### config.mk
export PLATFORM = sky130hd
export DESIGN_NAME = movement_step_timer
export DESIGN_NICKNAME = d
export VERILOG_FILES = /design/src/rtl/movement_pkg.sv /design/src/rtl/seg7_digit_decoder.sv /design/src/rtl/movement_step_timer.sv
export SDC_FILE = /design/constraint.sdc
export NUM_CORES = 1
export LEC_CHECK = 0
export CAP_MARGIN = 20
export CORE_ASPECT_RATIO = 0.7
export CORE_MARGIN = 2
export CORE_UTILIZATION = 52
export DETAILED_ROUTE_END_ITERATION = 10
export PLACE_DENSITY = 0.76
export SLEW_MARGIN = 20
export SYNTH_ARGS = -nofsm -noshare
export SYNTH_HDL_FRONTEND = slang
export SYNTH_SLANG_ARGS = --single-unit
### constraint.sdc
create_clock -name clk -period 2.6 [get_ports clk]
set_clock_uncertainty 0.05 [all_clocks]
set_input_delay 0.52 -clock clk [delete_from_list [all_inputs] [get_ports clk]]
set_output_delay 0.52 -clock clk [all_outputs]
set_load 0.005 [all_outputs]
### src/rtl/movement_pkg.sv
// Shared definitions for the movement timing path: FSM state encodings and
// active-low seven-segment patterns ({g,f,e,d,c,b,a}) used by the display mux.
package movement_pkg;

  typedef enum logic [1:0] {
    ST_IDLE = 2'd0,
    ST_RUN  = 2'd1,
    ST_ERR  = 2'd2
  } state_e;

  // Digit codes that do not map to a decimal digit
  localparam logic [3:0] CODE_E    = 4'hE;
  localparam logic [3:0] CODE_DASH = 4'hF;

  // Segment patterns, bit order {g,f,e,d,c,b,a}, 0 = segment lit
  localparam logic [6:0] SEG7_0    = 7'b100_0000;
  localparam logic [6:0] SEG7_1    = 7'b111_1001;
  localparam logic [6:0] SEG7_2    = 7'b010_0100;
  localparam logic [6:0] SEG7_3    = 7'b011_0000;
  localparam logic [6:0] SEG7_4    = 7'b001_1001;
  localparam logic [6:0] SEG7_5    = 7'b001_0010;
  localparam logic [6:0] SEG7_6    = 7'b000_0010;
  localparam logic [6:0] SEG7_7    = 7'b111_1000;
  localparam logic [6:0] SEG7_8    = 7'b000_0000;
  localparam logic [6:0] SEG7_9    = 7'b001_0000;
  localparam logic [6:0] SEG7_E    = 7'b000_0110;
  localparam logic [6:0] SEG7_DASH = 7'b011_1111;

endpackage

### src/rtl/seg7_digit_decoder.sv
// Combinational 4-bit code to active-low seven-segment pattern.
// Codes 0..9 give decimal digits, CODE_E gives 'E', anything else gives '-'.
module seg7_digit_decoder
  import movement_pkg::*;
(
  input  logic [3:0] code,
  output logic [6:0] seg7
);

  // Look up the segment pattern for the requested code
  always_comb begin
    seg7 = SEG7_DASH;
    case (code)
      4'd0:    seg7 = SEG7_0;
      4'd1:    seg7 = SEG7_1;
      4'd2:    seg7 = SEG7_2;
      4'd3:    seg7 = SEG7_3;
      4'd4:    seg7 = SEG7_4;
      4'd5:    seg7 = SEG7_5;
      4'd6:    seg7 = SEG7_6;
      4'd7:    seg7 = SEG7_7;
      4'd8:    seg7 = SEG7_8;
      4'd9:    seg7 = SEG7_9;
      CODE_E:  seg7 = SEG7_E;
      default: seg7 = SEG7_DASH;
    endcase
  end

endmodule

### src/rtl/movement_step_timer.sv
// Step timing source for the movement path: synchronises the speed switches
// and LD enable, runs the IDLE/RUN/ERR FSM, emits one tempo pulse per period
// (BASE_PERIOD << mode), counts steps and drives the mode digit display.
module movement_step_timer
  import movement_pkg::*;
#(
  parameter  int N_MODES     = 3,
  parameter  int BASE_PERIOD = 130_000_000,
  parameter  int STEP_W      = 8,
  localparam int MODE_W      = (N_MODES > 1) ? $clog2(N_MODES) : 1
) (
  input  logic              clk,
  input  logic              rst,
  input  logic [N_MODES-1:0] sel,
  input  logic              ld,
  output logic              tempo,
  output logic [STEP_W-1:0] step_count,
  output logic [MODE_W-1:0] mode_idx,
  output logic              running,
  output logic              error,
  output logic [7:0]        seg
);

  // Counter must hold the longest period minus one
  localparam longint unsigned MAX_PERIOD = 64'(BASE_PERIOD) << (N_MODES - 1);
  localparam int CNT_W = $clog2(MAX_PERIOD);

  logic [N_MODES-1:0] sel_meta_q, sel_meta_d, sel_s_q, sel_s_d;
  logic               ld_meta_q, ld_meta_d, ld_s_q, ld_s_d;
  state_e             state_q, state_d;
  logic [CNT_W-1:0]   cnt_q, cnt_d, term_cnt;
  logic [MODE_W-1:0]  mode_idx_q, mode_idx_d, sel_mode;
  logic [STEP_W-1:0]  step_q, step_d;
  logic               tempo_q, tempo_d;
  logic               running_q, running_d;
  logic               error_q, error_d;
  logic [7:0]         seg_q, seg_d;
  logic [3:0]         digit_code;
  logic [6:0]         digit_seg7;
  logic               sel_invalid, sel_any;

  // Terminal count of the active mode, chosen from elaboration-time constants
  always_comb begin
    term_cnt = '0;
    for (int k = 0; k < N_MODES; k++) begin
      if (mode_idx_q == MODE_W'(k)) term_cnt = CNT_W'((64'(BASE_PERIOD) << k) - 64'd1);
    end
  end

  // Classify the synchronised switches and encode the selected mode
  always_comb begin
    sel_invalid = ($countones(sel_s_q) > 1);
    sel_any     = (sel_s_q != '0);
    sel_mode    = '0;
    for (int k = 0; k < N_MODES; k++) begin
      if (sel_s_q[k]) sel_mode = MODE_W'(k);
    end
  end

  // Next state, period counter, step counter and output decode
  always_comb begin
    sel_meta_d = sel;
    sel_s_d    = sel_meta_q;
    ld_meta_d  = ld;
    ld_s_d     = ld_meta_q;
    state_d    = state_q;
    mode_idx_d = mode_idx_q;
    cnt_d      = '0;
    tempo_d    = 1'b0;
    step_d     = step_q;

    if (sel_invalid) begin
      state_d = ST_ERR;
    end else if (!sel_any || !ld_s_q) begin
      state_d = ST_IDLE;
    end else if (state_q != ST_RUN) begin
      state_d    = ST_RUN;
      mode_idx_d = sel_mode;
    end else if (sel_mode != mode_idx_q) begin
      mode_idx_d = sel_mode;
    end else if (cnt_q == term_cnt) begin
      tempo_d = 1'b1;
      step_d  = step_q + 1'b1;
    end else begin
      cnt_d = cnt_q + 1'b1;
    end

    running_d = (state_d == ST_RUN);
    error_d   = (state_d == ST_ERR);

    case (state_d)
      ST_RUN:  digit_code = 4'(mode_idx_d) + 4'd1;
      ST_ERR:  digit_code = CODE_E;
      default: digit_code = CODE_DASH;
    endcase
    seg_d = {~running_d, digit_seg7};
  end

  seg7_digit_decoder u_digit (
    .code (digit_code),
    .seg7 (digit_seg7)
  );

  // State and output registers with synchronous reset
  always_ff @(posedge clk) begin
    if (rst) begin
      sel_meta_q <= '0;
      sel_s_q    <= '0;
      ld_meta_q  <= 1'b0;
      ld_s_q     <= 1'b0;
      state_q    <= ST_IDLE;
      mode_idx_q <= '0;
      cnt_q      <= '0;
      tempo_q    <= 1'b0;
      step_q     <= '0;
      running_q  <= 1'b0;
      error_q    <= 1'b0;
      seg_q      <= {1'b1, SEG7_DASH};
    end else begin
      sel_meta_q <= sel_meta_d;
      sel_s_q    <= sel_s_d;
      ld_meta_q  <= ld_meta_d;
      ld_s_q     <= ld_s_d;
      state_q    <= state_d;
      mode_idx_q <= mode_idx_d;
      cnt_q      <= cnt_d;
      tempo_q    <= tempo_d;
      step_q     <= step_d;
      running_q  <= running_d;
      error_q    <= error_d;
      seg_q      <= seg_d;
    end
  end

  assign tempo      = tempo_q;
  assign step_count = step_q;
  assign mode_idx   = mode_idx_q;
  assign running    = running_q;
  assign error      = error_q;
  assign seg        = seg_q;

endmodule

# == After elaboration in Yosys (flattened, before gate mapping) ==
# Memories as Yosys holds them, arrays and structs flattened. A register that Yosys moved wholly into a read port is not among the register bits.
# Cells that the tools add are included.
# word_totals
ff_bits,60
latch_bits,0
mem_bits_rw,0
rom_bits,112
output_inout_bits,21
wordCells,53
memories,1
# classes
add_sub_neg,5
n_mul,0
div,0
n_lt_le_gt_ge,1
n_eq_ne,7
shifts,0
n_mux,14
bitwise,5
n_reduce_logical,8
# mem_list
name,words,word_bits,rd,rd_clocked_by_memory_dff,wr,line_no,text
(name not given),16,7,1,1,0,seg7_digit_decoder.sv:13,case (code)
# op_table
operator,n
2-to-1 mux 29 bit,2
"adder 29 x 1 -> 29 bit, second input constant",1
equality test 29 bit,1
2-to-1 mux 27 bit,1
2-to-1 mux 2 bit,8
"adder 8 x 1 -> 8 bit, second input constant",1
one-hot mux 4 bit (2 select lines),1
OR reduction 6 bit,1
inverter 1 bit,5
AND reduction 5 bit,1
OR reduction 5 bit,1
"equality test 2 x 1 -> 1 bit, second input constant",2
"equality test 2 bit, second input constant",2
adder 2 x 1 -> 3 bit,1
"adder 2 x 1 -> 3 bit, second input constant",1
"greater-than comparator 3 x 1 -> 1 bit, second input constant",1
nonzero test 3 bit,1
adder 1 x 1 -> 2 bit,1
zero test 1 bit,2
zero test 2 bit,1
2-to-1 mux 1 bit,2
"inequality test 2 x 1 -> 1 bit, second input constant",1
inequality test 2 bit,1
logical OR 1 bit,1

# == Depth between registers and ports, before layout ==
# Gate-level depths: netlist (run 1).
# depth
depth_word,9
depth_mapped,14
depth_no_buf,14

# == Hierarchy ==
# From an unflattened synthesis (run 1), not the netlist that was laid out.
# hier_totals
hier_cells,325
area_unflattened_um2,3002.9
# by_module_without_submodules
module,instances,cells_per_inst,area_each_um2
movement_step_timer,1,298,2772.7
seg7_digit_decoder,1,27,230.2

# == Worst setup path after synthesis (run 1) ==
# OpenSTA, ideal clock, no wires.
# synth_timing
path_type,reg-to-reg
startpoint,register sel_s_q[2]
endpoint,"register seg_q[3], in the netlist seg[3]"
setup_time_ps,121
arrival_ps,2483
required_ps,2429
slack_ps,-54
stages_incl_launch_ff,13
n_path_buf,0
path_cell_list,dfxtp_1 ha_1 a21oi_2 o311ai_1 inv_1 ha_1 nor2_1 a41oi_1 inv_1 ha_1 and3_1 o21ai_0 nand2_1
# synth_between
word_cells_on_any_way,17
classes_between,2 x add/sub; 1 x order compare; 3 x eq/ne; 8 x mux; 3 x reduce/logical
# synth_lines
item,line_no,text
from (decl),movement_step_timer.sv:28,"logic [N_MODES-1:0] sel_meta_q, sel_meta_d, sel_s_q, sel_s_d;"
from (signal assigned),movement_step_timer.sv:121,sel_s_q <= sel_s_d;
"parallel branches: the longest is 4 deep, another holds adder 2 x 1 -> 3 bit",-,
2-to-1 mux 2 bit *,movement_step_timer.sv:72,if (sel_invalid) begin
net state_d[0],movement_step_timer.sv:30,"state_e state_q, state_d;"
equality test 2 x 1 -> 1 bit *,-,
net running_d,movement_step_timer.sv:35,"logic running_q, running_d;"
one-hot mux 4 bit (2 select lines) *,movement_step_timer.sv:91,case (state_d)
to (decl),movement_step_timer.sv:37,"logic [7:0] seg_q, seg_d;"
# Mark *: on every way through the listed nets, which the timed path passes.
# A chain may end at the register's enable or synchronous reset.

# == Worst setup path in the final report (run 1) ==
# layout_timing
startpoint,register sel_s_q[2]
endpoint,"register seg_q[0], in the netlist seg[0]"
# Same word-level chain as after synthesis.

==> results of run 1 <==
area by class of cell:
cell class	count	area [sq um]	area share, %
Clock buffer	11	151	4.04
Clock inverter	5	83.8	2.24
Inverter	12	45.0	1.20
Multi-Input combinational cell	248	1760	46.9
Sequential cell	60	1210	32.3
Tap cell	75	93.8	2.51
Timing Repair Buffer	43	404	10.8
flip-flops by register name, summed over array words and instances, names as in the netlist:
register    flops
sel_s_q         3
ld_s_q          1
cnt_q          29
sel_meta_q      3
step_count      8
seg             8
running         1
tempo           1
ld_meta_q       1
error           1
state_q         2
mode_idx        2
power by group:
group	internal [mW]	switching [mW]	total, mW
clock network	0.593	0.388	0.981
logic	0.0536	0.0507	0.104
registers	0.932	0.00771	0.939
total	1.58	0.446	2.02
worst max path at each step:
| stage | from | end | slack (ns) |
|---|---|---|---|
| after CTS | sel_s_q[0]$_SDFF_PP0_ | seg[3]$_SDFF_PP1_ | 0.0009 |
| after detailed placement | sel_s_q[0]$_SDFF_PP0_ | seg[0]$_SDFF_PP1_ | -0.03 |
| after floorplan | sel_s_q[2]$_SDFF_PP0_ | seg[0]$_SDFF_PP1_ | 0.03 |
| after global placement | sel_s_q[0]$_SDFF_PP0_ | seg[0]$_SDFF_PP1_ | 0.11 |
| after global routing | sel_s_q[2]$_SDFF_PP0_ | seg[0]$_SDFF_PP1_ | -0.04 |
| final | sel_s_q[2]$_SDFF_PP0_ | seg[0]$_SDFF_PP1_ | 0.09 |
cells in the final DEF, fill, tap and decap left out, types with 4 or more instances in the layout:
cell type / count
or4_1: 4
xor2_1: 20
mux2_2: 5
clkbuf_8: 11
dfxtp_1: 56
and4_1: 4
or3_1: 4
and3_1: 7
nand3_1: 19
clkdlybuf4s50_1: 26
buf_4: 15
nor2_1: 48
nor2b_1: 16
inv_1: 11
ha_1: 15
nand4_1: 12
nand2_1: 20
xnor2_1: 8
a21oi_1: 7
layer usage:
| layer | up-vias | GRT usage (%) | part of all wire, % |
|---|---|---|---|
| met5 | - | 0 | 0 |
| met4 | 0 | 7.07 | 1.2 |
| met3 | 11 | 7.70 | 5.1 |
| met2 | 49 | 29.6 | 43 |
| met1 | 1117 | 28.9 | 51 |
| li1 | 1243 | - | - |
logic make-up (layout without fill, tap and decap cells):
| group | count (synthesis) | after routing | share of synthesized area, % |
|---|---|---|---|
| muxes | 8 | 8 | 3.06 |
| adders and majority gates | 17 | 17 | 7.13 |
| DFF | 60 | 60 | 40.3 |
| AOI/OAI and AO/OA | 29 | 29 | 6.96 |
| and+or+nand+nor | 166 | 166 | 31.3 |
| buffers and inverters | 22 | 71 | 3.06 |
| xor gates and xnor gates | 28 | 28 | 8.22 |
repair_timing:
item,in CTS,in global routing
resized for setup,1,16
pin swaps,0,4
endpoints found under the setup margin,3,13
setup buffers,1,2
cell usage after synthesis, types with 2 or more instances:
library cell | number | area, sq um
and4_1 | 4 | 35.0
clkbuf_1 | 7 | 26.3
nor4_2 | 2 | 25.0
dfxtp_1 | 60 | 1200
nor4b_1 | 4 | 35.0
nor4_1 | 4 | 25.0
or4_1 | 4 | 30.0
o31ai_1 | 2 | 15.0
and4_2 | 2 | 20.0
xor2_1 | 20 | 175
nand3_1 | 19 | 95.1
mux2_2 | 5 | 56.3
buf_4 | 2 | 15.0
and3_1 | 7 | 43.8
nand4b_1 | 3 | 26.3
or3_1 | 4 | 25.0
nor2_1 | 48 | 180
a22oi_1 | 3 | 22.5
inv_1 | 12 | 45.0
and4b_1 | 2 | 20.0
nor3_1 | 3 | 15.0
o21ai_0 | 5 | 25.0
xnor2_1 | 8 | 70.1
nand2_1 | 20 | 75.1
and2_1 | 3 | 18.8
a21oi_1 | 8 | 40.0
nor2b_1 | 16 | 100
nand4_1 | 12 | 75.1
ha_1 | 17 | 213
stage by stage:
stage          power (mW)  hold WS [ns]  setup WS [ns]
6_report             2.02         0.388         0.0905
5_1_grt              2.10         0.409        -0.0393
4_1_cts              2.03         0.391       0.000874
3_5_place_dp         1.06         0.373        -0.0289
3_3_place_gp         1.05         0.368          0.105
2_1_floorplan        1.01         0.364         0.0308
==> metrics.md, run 1 <==
| Metric | Value |
|---|---|
| Outcome | `completed` |
| Cell Area, Placed | `between 0.003 and 0.004 sq mm` |
| Crit share post-route | `96.5%` |
| Slew HR | `70.2%` |
| DRC | `0` |
| Synth-to-Final Area Change | `25.5%` |
| CTS tree | `done` |
| Die width | `94.5 um` |
| WP buf/inv | `3` |
| Routed Antenna Nets | `0` |
| Clock-pin transition on the worst setup and hold timing paths | `around 0.070 ns` |
| Routability Congestion | `0.809` |
| EDFF count, synth | `0` |
| Vias in the first global route | `2,097` |
| Critical path, cell by cell | `ha_4 -> a21oi_4 -> o311ai_2 -> inv_2 -> buf_4 -> ha_4 -> nor2_1 -> a41oi_2 -> inv_1 -> ha_1 -> and3_1 -> a21oi_1 -> o21ai_0` |
| Fmax | `398 MHz` |
| Layout fillers | `~470` |
| Port bufs | `26` |
| #FFs+latches synth | `60` |
| Clock latency on the worst-skew pair | `0.35 ns` |
| Reg2reg end | `seg[0]$_SDFF_PP1_` |
| Initial Utilization | `a little over half` |
| Worst-margin pin slew | `0.446 ns` |
| WL per Instance | `14.0 um` |
| Post-synth cell types | `53` |
| Worst r2r path cells | `13` |
| Mapped Cells | `330` |
| Crit path depth | `13` |
| Primary FF master, synth | `dfxtp_1` |
| Clock Tree Root | `clkbuf_8` |
| Pwr dens | `541 mW/mm^2` |
| Setup CP Type | `reg2reg` |
| Routed via count | `2,420` |
| Routed WL | `6350 um` |
| CP Max Fanout | `5` |
| First-pass GRT wire length | `9920 um` |
| Diode count | `0` |
| Fraction of layout cells with a size suffix above 1 | `17.2%` |
| Hold path depth | `1` |
| Area of the die | `around 0.0064 sq mm` |
| Net Count, Synth | `353` |
| Worst r2r src | `sel_s_q[2]$_SDFF_PP0_` |
| Post-Place Cells | `435` |
| Post-CTS Hold Fix Bufs | `0` |
| Final-report hold violation count | `0` |
| Layout Cell Area excl Fill | `0.00374 sq mm` |
| HPWL after DPL | `4450 um` |
| CTS buffer count | `9` |
| Crit end category | `flip-flop` |
| Post-synthesis sequential area ratio | `40.3%` |
| Yosys synthesis warning count | `0` |
| CP dominant cell by count | `ha_4` |
| DRT iter0 DRCs | `97` |
| Core ar. | `0.00564 sq mm` |
| Boundary pin count | `27` |
| Total track usage | `20.7%` |
| Antenna violations before repair | `0` |
| Post-route insts no fill | `454` |
| WP data required | `about 2.8 ns` |
| Post-route minimum period | `roughly 2.5 ns` |
| Clk buf depth | `2` |
| Largest net degree at the start of global routing | `34` |
| CP top delay family | `compound AO/OA/AOI/OAI gates` |
| Leak | `1.38 nW` |
| CP startpoint kind | `flip-flop` |
| CTS H-tree lvls | `3` |
| Hold_sp | `sel_meta_q[1]$_SDFF_PP0_` |
| Delay of the slowest cell on the worst path | `0.36 ns` |
| Avg Synthesized Cell Area | `9.04 sq um` |
| Min-delay worst type | `reg2reg` |
| Setup TNS | `0 ns` |
| Final Core Density | `66.4%` |
| Total gr overflow | `0` |
| Cell Rows | `23` |
| Endpoint, Worst Hold | `sel_s_q[1]$_SDFF_PP0_` |
| Max-cap violations | `0` |
| Async SR Flop Fraction | `0%` |
| Critical Path AT | `2.68 ns` |
| CTS Sinks | `60` |
| Post-synthesis instance area | `0.00298 sq mm` |
| R2r setup slk | `between 0.09 and 0.1 ns` |
| DIE HEIGHT | `67.4 um` |
| Pre-antenna DRT Iters | `4` |
| Max Slew Vio Count | `0` |
| Max IR drop VDD | `0.384 mV` |
| Final Setup Violations | `0` |
| Layout Nets | `a little under 400` |
| Via density per instance | `5.33` |
| Worst path slowest cell | `dfxtp_4` |
(Power assumes the default switching activity.)
==> run 2: changes to the inputs <==
- CTS_CLUSTER_SIZE: default -> 10
==> results of run 2 <==
The final DEF is identical to that of run 1; final timing and power are the same.
==> patch 1 (config.mk and constraints of run 2) <==
Make the reset (`rst`) asynchronous in one clocked block. Comments in the files are not updated.
--- a/src/rtl/movement_step_timer.sv
+++ b/src/rtl/movement_step_timer.sv
@@ -103,5 +103,5 @@
 
   // State and output registers with synchronous reset
-  always_ff @(posedge clk) begin
+  always_ff @(posedge clk or posedge rst) begin
     if (rst) begin
       sel_meta_q <= '0;
Behaviour: differs if rst is asserted again (counterexample within 4 cycles, from zero or initial values and one cycle with rst high); with rst held inactive, the same outputs for 10 cycles.
==> patch 1 against run 2 <==
Routed wire length fell by 3.0%; count of clock-buffer cells in the layout rose by 2; worst setup slack got worse by 1.7 ps; sequential cell count did not move; critical path depth did not move; sequential share of layout area rose by 7.2 points; cell count fell by 9.9%; first-iteration DRC count rose by 130%; area after synthesis fell by 1.1%; cell area rose by 2.3%; highest routed layer unchanged.
Power is not compared: it rests on default switching activity, and its combinational part moved more than twofold at a synthesized area within 25%.
==> patch 1: results (changes against run 2) <==
GRT Util Overall: 21.9% (+1.2 points)
critical path peak fanout: 4 (-1)
gpl congestion: 0.861 (+6.4%)
Critical Path Start: sel_s_q[0]$_DFF_PP0_
post-synthesis mux area share: 1.40% (-1.7 points)
clock root cell: clkbuf_8
Worst-Skew Late Latency: 340 ps
Synth Flop Type: dfrtp_1
Synth cell types: 43 (-19%)
largest net degree at the start of global routing: 61 (+79%)
fraction of layout cells with a size suffix above 1: 23.7% (+6.6 points)
Slowest-stage cell, CP: dfrtp_1
adder-cell share of the synthesized area: 7.21% (+0.079 points)
Hold WS: 300 ps (-87.7 ps)
Final Power: 2.29 mW
sequential share of the synthesized area: 51.2% (+11 points)
WHS Endpoint: ld_s_q$_DFF_PP0_
Post-DP HPWL: 4.20 mm (-5.7%)
largest stage delay on the critical path: 410 ps (+50 ps)
non-filler cells, final: 409 (-9.9%)
Post-synth top cells: dfrtp_1, nor2_1, xor2_1
synth top area cells: dfrtp_1, ha_1, dfstp_2, xor2_1, nor2_1
Hold Path Class: flip-flop to flip-flop
Synth Area in XOR/XNOR: 9.80% (+1.6 points)
CP arrival: 2720 ps (+40 ps)
Hold Path Depth: 0 (-1)
Top Family by Delay on Critical Path: adder cells
pre-CTS setup slack: -28.8 ps (+0.0633 ps)
clock-pin slew on the worst setup and hold paths: 70 ps (about the same)
DR iter-0 viols: 222 (+130%)
Clock Path Buffers: 2 (unchanged)
Clk pwr share: 38.5%
R2R depth: 13 (unchanged)
Pre-antenna DRT Iters: 4 (unchanged)
first-pass GRT wire length: 10.3 mm (+3.8%)
Inst Count DP: 388 (-11%)
Post-DP Area: 3510 µm² (+2.6%)
hold wc startpoint: ld_meta_q$_DFF_PP0_
compound-gate portion of the synthesized area: 7.21% (+0.25 points)
fin worst setup slack: 88.8 ps (-1.74 ps)
status: finished clean
Mapped Nets: 299 (-15%)
Async S/R FF share, synth: 100% (+100 points)
CP Capture Point: seg[0]$_DFF_PP1_
Pleak: 1.64 nW
r2r setup slk: 90 ps
worst-margin pin slew: 670 ps (+224 ps)
DR vias/cell: 5.41 (+1.6%)
ant diodes: 0 (unchanged)
vias in the first global route: 2,148 (+2.4%)
Cells after Synth: 276 (-16%)
Post-Route WL: 6.15 mm (-3.0%)
Nets: 355 (-11%)
[patch 1: cell types whose count changed in the layout (fill, tap and decap cells not counted), sizes merged, moves of 7 or more]
cell	run 2	this run
nand2	20	11
dfstp	0	7
nor2b	16	1
dfxtp	60	0
nor3	3	12
buf	17	25
nor2	48	32
dfrtp	0	53
[patch 1: repair_timing]
item,in CTS,in global routing
buffers inserted,0,5
gates resized for setup,1,14
endpoints found under the setup margin,3,8
gates cloned,0,0
endpoints found under the hold margin,0,0
pin swaps,1,12
[patch 1: routing by layer]
metal	track usage, %	vias to the layer above	share of wire, %
met2	30.4	68	43
met5	0	-	0
met4	7.79	0	1.7
met1	31.7	1057	48
li1	-	1078	-
met3	7.69	11	6.7
[patch 1: layout make-up]
cell class,count,area (µm²)
Sequential cell,60,1510
Multi-Input combinational cell,198,1500
Fill cell,379,1540
Inverter,12,50.0
Clock buffer,13,169
Timing Repair Buffer,51,464
Clock inverter,3,45.0
Tap cell,72,90.1
==> patch 2 (flow settings as in run 2) <==
Without the edit above. `STEP_W`: 8 -> 12.
--- a/src/rtl/movement_step_timer.sv
+++ b/src/rtl/movement_step_timer.sv
@@ -7,5 +7,5 @@
   parameter  int N_MODES     = 3,
   parameter  int BASE_PERIOD = 130_000_000,
-  parameter  int STEP_W      = 8,
+  parameter  int STEP_W      = 12,
   localparam int MODE_W      = (N_MODES > 1) ? $clog2(N_MODES) : 1
 ) (
Interface: changed (resized step_count); port bits go from 27 to 31. The function was not compared with the original's and may differ.
==> patch 2 against run 2 <==
The run now ends with negative setup slack left; cell area grew 4.9%; worst setup slack lost 140 ps; power down 1.7%; cell count rose by 7.3%; sequential power increased by 6.3%; die area increased by 0.88%; first-iteration DRC count is 18% higher; combinational power is 13% higher; sequential cell count up 4; area after synthesis increased by 0.92%; routed wire length grew 8.0%; global-route usage rose by 1.1 points; synthesized cell count increased by 5.5%.
==> patch 2: results (changes against run 2) <==
TNS Setup: -47.6 ps (-47.6 ps)
gpl congestion: 0.879 (+8.6%)
Clock Path Buffers: 2 (unchanged)
status: complete, but fails checks
fin worst setup slack: -47.6 ps (-138 ps)
Vias: 2,658 (+9.8%)
Post-synth top cells: dfxtp_1, nor2_1, nand3_1
Pre-antenna DRT Iters: 5 (+1)
count of final setup violators: 1 (+1)
DR iter-0 viols: 114 (+18%)
met3 wire len: 305 µm (-6.4%)
Synth cell types: 44 (-17%)
pre-CTS setup slack: -110 ps (-81.3 ps)
Nets: 429 (+8.1%)
Mapped Nets: 370 (+4.8%)
Post-Route WL: 6.85 mm (+8.0%)
violated checks: negative setup slack
CP arrival: 2890 ps (+210 ps)
first-pass GRT wire length: 10.8 mm (+8.7%)
Post-DP HPWL: 4.56 mm (+2.5%)
synth top area cells: dfxtp_1, ha_1, nor2_1, xnor2_1, nand3_1
WL met2: 3.05 mm (+12%)
sequential share of the synthesized area: 42.6% (+2.3 points)
Met1 Routed Length: 3.38 mm (+5.2%)
critical path peak fanout: 3 (-2)
port bufs: 30 (+15%)
Pleak: 1.43 nW (+3.8%)
largest net degree at the start of global routing: 29 (-15%)
GRT Util Overall: 21.9% (+1.1 points)
fraction of layout cells with a size suffix above 1: 18.4% (+1.3 points)
vias in the first global route: 2,318 (+11%)
worst-margin pin slew: 417 ps (-29.8 ps)
==> patch 2: worst paths after layout <==
kind / to / startpoint
min reg2reg: sel_s_q[1]$_SDFF_PP0_ / sel_meta_q[1]$_SDFF_PP0_
max: seg[4]$_SDFF_PP1_ / sel_s_q[2]$_SDFF_PP0_
min: sel_s_q[1]$_SDFF_PP0_ / sel_meta_q[1]$_SDFF_PP0_
max reg2reg: seg[4]$_SDFF_PP1_ / sel_s_q[2]$_SDFF_PP0_
==> patch 2: cell type report <==
type	instances	area, µm²
clock buffers	11	151
clock inverters	5	55.1
fillers	436	1740
inverters	16	60.1
multi-input cells	258	1750
flip-flops and latches	64	1290
well taps	75	93.8
repair buffers	58	523
==> patch 2: layer usage <==
layer / GRT usage (%) / vias to the layer above
li1: - / 1330
met1: 29.8 / 1244
met2: 32.8 / 68
met3: 6.25 / 16
met4: 8.51 / 0
met5: 0 / -
==> patch 2: worst max-delay path, stage by stage (launching register included) <==
cell and delay [ps]:
dfxtp_4 350, ha_4 250, or4bb_1 490, a21oi_2 170, nor2_2 60, inv_2 80
ha_4 210, a211oi_4 250, inv_2 90, ha_4 170, nand2_1 50, o21ai_1 60
mux2_4 260, nand2_2 60
==> patch 2: repair_timing <==
item,in CTS,in global routing
pin swaps,5,4
endpoints found under the hold margin,0,0
setup buffers,3,2
resized for setup,11,16
gates cloned,0,1
setup endpoints to repair,10,16
==> patch 2: cells by family after synthesis <==
group                    Yosys count  share of synthesized area (%)
XOR/XNOR                          30                           8.73
AO/OA/AOI/OAI                     50                           10.9
adder cells (fa/ha/maj)           16                           6.65
multiplexers                       3                           1.04
flip-flops                        64                           42.6
buffers and inverters             27                           3.57
AND/OR/NAND/NOR                  158                           26.5
==> patch 2: power breakdown <==
group,internal (mW),leakage (nW),switching (mW)
Sequential,0.991,0.520,0.00675
Combinational,0.0612,0.805,0.0560
Clock,0.491,0.101,0.384
==> patch 2: stage by stage <==
step / hold WS [ps] / cells / util (%) / cell area [µm²] / power [mW]
3_3_place_gp: 378 / 466 / 63.2 / 3580 / 1.12
4_1_cts: 402 / 485 / 68.0 / 3850 / 1.99
5_1_grt: 416 / 487 / 69.3 / 3930 / 2.06
2_1_floorplan: 362 / 348 / - / 3040 / 1.07
3_5_place_dp: 382 / 466 / 63.2 / 3580 / 1.12
6_report: 399 / 487 / 69.3 / 3930 / 1.99
